### src/rtl/updown_step_counter_pkg.sv
// Shared state encoding for the go/done handshake FSMs used by the LED
// sequencing tops.
package updown_step_counter_pkg;

    typedef enum logic [1:0] {
        ST_IDLE     = 2'd0,
        ST_COUNTING = 2'd1,
        ST_DONE     = 2'd2
    } state_e;

endpackage

### src/rtl/updown_step_counter_step_tick_gen.sv
// Free-running prescaler: emits a one-cycle tick every TICK_DIV enabled clocks,
// restarting from zero whenever clr is asserted.
module step_tick_gen #(
    parameter int TICK_DIV   = 3000000,
    parameter int TICK_WIDTH = 24
) (
    input  logic clk,
    input  logic rst,
    input  logic clr,
    input  logic en,
    output logic tick
);

    localparam logic [TICK_WIDTH-1:0] LAST = TICK_WIDTH'(TICK_DIV - 1);

    logic [TICK_WIDTH-1:0] cnt_q;
    logic [TICK_WIDTH-1:0] cnt_d;

    assign tick = en && (cnt_q == LAST);

    always_comb begin
        cnt_d = cnt_q;
        if (clr) begin
            cnt_d = '0;
        end else if (en) begin
            cnt_d = (cnt_q == LAST) ? '0 : cnt_q + TICK_WIDTH'(1);
        end
    end

    always_ff @(posedge clk or posedge rst) begin
        if (rst) begin
            cnt_q <= '0;
        end else begin
            cnt_q <= cnt_d;
        end
    end

endmodule

### src/rtl/updown_step_counter.sv
// Go/done responder: on an accepted go, steps out up or down once per prescaler
// tick until the terminal value, then pulses done for one clock.
module updown_step_counter
    import updown_step_counter_pkg::*;
#(
    parameter int WIDTH      = 4,
    parameter int MAX_COUNT  = 15,
    parameter int TICK_DIV   = 3000000,
    parameter int TICK_WIDTH = 24
) (
    input  logic             clk,
    input  logic             rst,
    input  logic             go,
    input  logic             up,
    input  logic             stop,
    output logic [WIDTH-1:0] out,
    output logic             busy,
    output logic             done
);

    localparam logic [WIDTH-1:0] MAX_VAL = WIDTH'(MAX_COUNT);

    state_e           state_q, state_d;
    logic             dir_q, dir_d;
    logic [WIDTH-1:0] out_q, out_d;
    logic             busy_q, busy_d;
    logic             done_q, done_d;

    logic accept;
    logic tick;
    logic at_term;

    assign accept  = (state_q == ST_IDLE) && go && !stop;
    assign at_term = dir_q ? (out_q == MAX_VAL) : (out_q == '0);

    // Clearing on stop as well means an aborted count restarts with a full period.
    step_tick_gen #(
        .TICK_DIV   (TICK_DIV),
        .TICK_WIDTH (TICK_WIDTH)
    ) u_tick (
        .clk  (clk),
        .rst  (rst),
        .clr  (accept || stop),
        .en   (state_q == ST_COUNTING),
        .tick (tick)
    );

    always_comb begin
        state_d = state_q;
        dir_d   = dir_q;
        out_d   = out_q;
        case (state_q)
            ST_IDLE: begin
                if (accept) begin
                    dir_d   = up;
                    out_d   = up ? '0 : MAX_VAL;
                    state_d = ST_COUNTING;
                end
            end
            ST_COUNTING: begin
                if (stop) begin
                    state_d = ST_IDLE;
                end else if (tick) begin
                    if (at_term) begin
                        state_d = ST_DONE;
                    end else begin
                        out_d = dir_q ? out_q + WIDTH'(1) : out_q - WIDTH'(1);
                    end
                end
            end
            ST_DONE: begin
                state_d = ST_IDLE;
            end
            default: begin
                state_d = ST_IDLE;
            end
        endcase
        busy_d = (state_d != ST_IDLE);
        done_d = (state_d == ST_DONE);
    end

    always_ff @(posedge clk or posedge rst) begin
        if (rst) begin
            state_q <= ST_IDLE;
            dir_q   <= 1'b1;
            out_q   <= '0;
            busy_q  <= 1'b0;
            done_q  <= 1'b0;
        end else begin
            state_q <= state_d;
            dir_q   <= dir_d;
            out_q   <= out_d;
            busy_q  <= busy_d;
            done_q  <= done_d;
        end
    end

    assign out  = out_q;
    assign busy = busy_q;
    assign done = done_q;

endmodule
### config.mk
export PLATFORM = sky130hd
export DESIGN_NAME = updown_step_counter
export DESIGN_NICKNAME = d
export VERILOG_FILES = /design/src/rtl/updown_step_counter_pkg.sv /design/src/rtl/updown_step_counter_step_tick_gen.sv /design/src/rtl/updown_step_counter.sv
export SDC_FILE = /design/constraint.sdc
export NUM_CORES = 1
export LEC_CHECK = 0
export CORE_ASPECT_RATIO = 1.75
export CORE_UTILIZATION = 30
export CTS_CLUSTER_DIAMETER = 50
export DETAILED_ROUTE_END_ITERATION = 10
export PLACE_DENSITY = 0.45
export SLEW_MARGIN = 10
export SYNTH_ARGS = -nofsm -noshare
export SYNTH_HDL_FRONTEND = slang
export SYNTH_SLANG_ARGS = --single-unit
### constraint.sdc
create_clock -name clk -period 3.2 [get_ports clk]
set_input_delay 0.48 -clock clk [delete_from_list [all_inputs] [get_ports clk]]
set_output_delay 0.48 -clock clk [all_outputs]
set_load 0.1 [all_outputs]
==> run summary <==
Cell Area, Synth - 1940 um2
Clk pin slew, worst setup/hold paths - 0.07 ns
via-per-instance ratio - 5.40
num ports - 11
Synth Flop Type - dfrtp_1
hpwl dp - 3.59 mm
worst skew pair latency - 0.28 ns
count of hold buffers inserted by post-cts repair - 0
CP Launch Type - flop
CP required - 3.40 ns
Yosys reg bits - 33
area of the core - 6230 um2
Longest Clk Path Bufs - 2
final core occ - 35.2%
crit path DAT - 2.43 ns
RSZ-0062 raised after global routing - false
Max Fanout on Critical Path - 14
Worst Tran Pin Value - 0.964 ns
area of the die - 6790 um2
worst ir drop on vdd - 0.185 mV
Yosys cell types - 52
Mapped Cells - 213
Pleak - 0.876 nW
Post-synth ARST share - 100%
Placement Setup Slack - 0.794 ns
Ant. Diodes - 0
fin. max-slew vios - 0
CTS buffer count - 5
Final Critical Period - 2.23 ns
Detailed Route WL - 4.96 mm
EDFF count, synth - 0
post-route cell area - 2190 um2
Nets - 235
DP Area - 2110 um2
Setup Skew - 0.00255 ns
Starting DRT DRC Count - 63
routability cong. - 0.777
Fin. Hold Viols - 0
Syn. warnings - 0
All-Layer GR Usage - 16.0%
power density over the cells - 522 nW/um2
Num Clock Sinks - 33
die width - 62.7 um
CTS tree - yes
initial antenna violation count - 0
Final WS setup - 0.973 ns
fmax - 449 MHz
hold crit path type - flop to flop
share of cells above drive strength 1 - 11.0%
Most Used Layer, Global Route - met2
met2 Resource Use GR - 30.6%
first-pass GRT wire length - 8.25 mm
Worst Setup Path Type - flop to flop
die height - 108 um
status - finished, final reports clean
GRT met3 Usage - 2.11%
CTS root buffer - clkbuf_8
M1 GR Usage - 16.5%
GRT Residual Overflow - 0
first drt pass iteration count - 6
Rows - 38
residual DRC count - 0
Syn Nets - 222
Final period util - 69.6%
TNS Setup - 0 ns
Post CTS Setup Buffer Count - 0
number of global-route vias before repair - 1,642
Critical Path Sink Type - flop
largest net degree at the start of global routing - 34
post-DR wirelength/cell - 16.2 um
syn_area_per_cell - 9.09 um2
Seq/Total Area, Yosys - 42.7%
post-route ant nets - 0
max_slew headroom - 35.5%
max-cap violations - 0
PortBufs - 10
most frequent cells in the layout - 32 x dfrtp_1, 25 x nand2_1, 20 x a21oi_1
Initial Util - 31.1%
post-CTS sizing - 0
Layout area overhead - 13.1%
H-tree depth - 2
total number of vias - 1,658
Hold WS - 0.472 ns
most common cell after layout, fill and taps aside - dfrtp_1
Final setup viols - 0
[worst max-delay path: stages (launching register included)]
cell and delay, ns:
dfrtp_1 0.42, ha_1 0.26, nand2_1 0.22, nor4_4 0.10, a21oi_2 0.52, buf_4 0.30, a41oi_1 0.13, a31oi_1 0.18
[where the power goes]
group	switching (mW)	total [mW]	internal [mW]
Combinational	0.249	0.348	0.100
Clock	0.159	0.310	0.151
Sequential	0.0401	0.483	0.443
Total	0.448	1.14	0.694
[path summary, 6_finish.rpt]
check                                 start          endpoint  slack (ns)  depth (start not counted)
hold reg to reg            u_tick.cnt_q[23]  u_tick.cnt_q[23]        0.47                          1
min in group asynchronous               rst            out[3]        0.59                          3
hold / removal             u_tick.cnt_q[23]  u_tick.cnt_q[23]        0.47                          1
setup / recovery            u_tick.cnt_q[0]  u_tick.cnt_q[12]        0.97                          7
setup reg to reg            u_tick.cnt_q[0]  u_tick.cnt_q[12]        0.97                          7
max in group asynchronous               rst             dir_q        2.27                          3
[metrics by stage]
stage / power [mW] / cells
6_report: 1.14 / 307
2_1_floorplan: 0.762 / 213
3_3_place_gp: 0.844 / 299
4_1_cts: 1.16 / 307
3_5_place_dp: 0.841 / 299
5_1_grt: 1.20 / 307
[kinds of logic after synthesis]
group / Yosys count / synth area share, %
adder cells (fa/ha/maj): 4 / 2.97
XOR/XNOR: 5 / 2.26
buffers and inverters: 20 / 4.85
AND/OR/NAND/NOR: 86 / 25.0
flip-flops: 33 / 42.7
AO/OA/AOI/OAI: 59 / 19.0
multiplexers: 6 / 3.17
[cell usage after synthesis (5+ instances only)]
cell type | instances | area share (%)
inv_1 | 12 | 2.3
nor2_1 | 12 | 2.3
nand4_1 | 8 | 2.6
a21oi_1 | 20 | 5.2
nand2_1 | 25 | 4.8
nand3_1 | 9 | 2.3
nor3_1 | 5 | 1.3
o21ai_0 | 10 | 2.6
a31oi_1 | 12 | 3.9
mux2i_1 | 5 | 2.6
dfrtp_1 | 32 | 41
and3_1 | 5 | 1.6
[final cells by class]
cell class                      instances  area [um2]
Timing Repair Buffer                   14         120
Fill cell                             645        4040
Sequential cell                        33         827
Clock buffer                            6        72.6
Inverter                               12        45.0
Multi-Input combinational cell        160        1010
Tap cell                               80         100
Clock inverter                          2        10.0
[sequential cells by signal, summed over array words and instances, names as in the netlist]
register      cells
u_tick.cnt_q     24
out               4
state_q           2
busy              1
dir_q             1
done              1
[per-layer routing]
metal | vias to the layer above | part of all wire (%)
met5 | - | 0
met4 | 0 | 1.9
met3 | 6 | 2.1
met2 | 28 | 57
met1 | 813 | 39
li1 | 811 | -
Note: power is estimated with default switching activity, not from simulation.
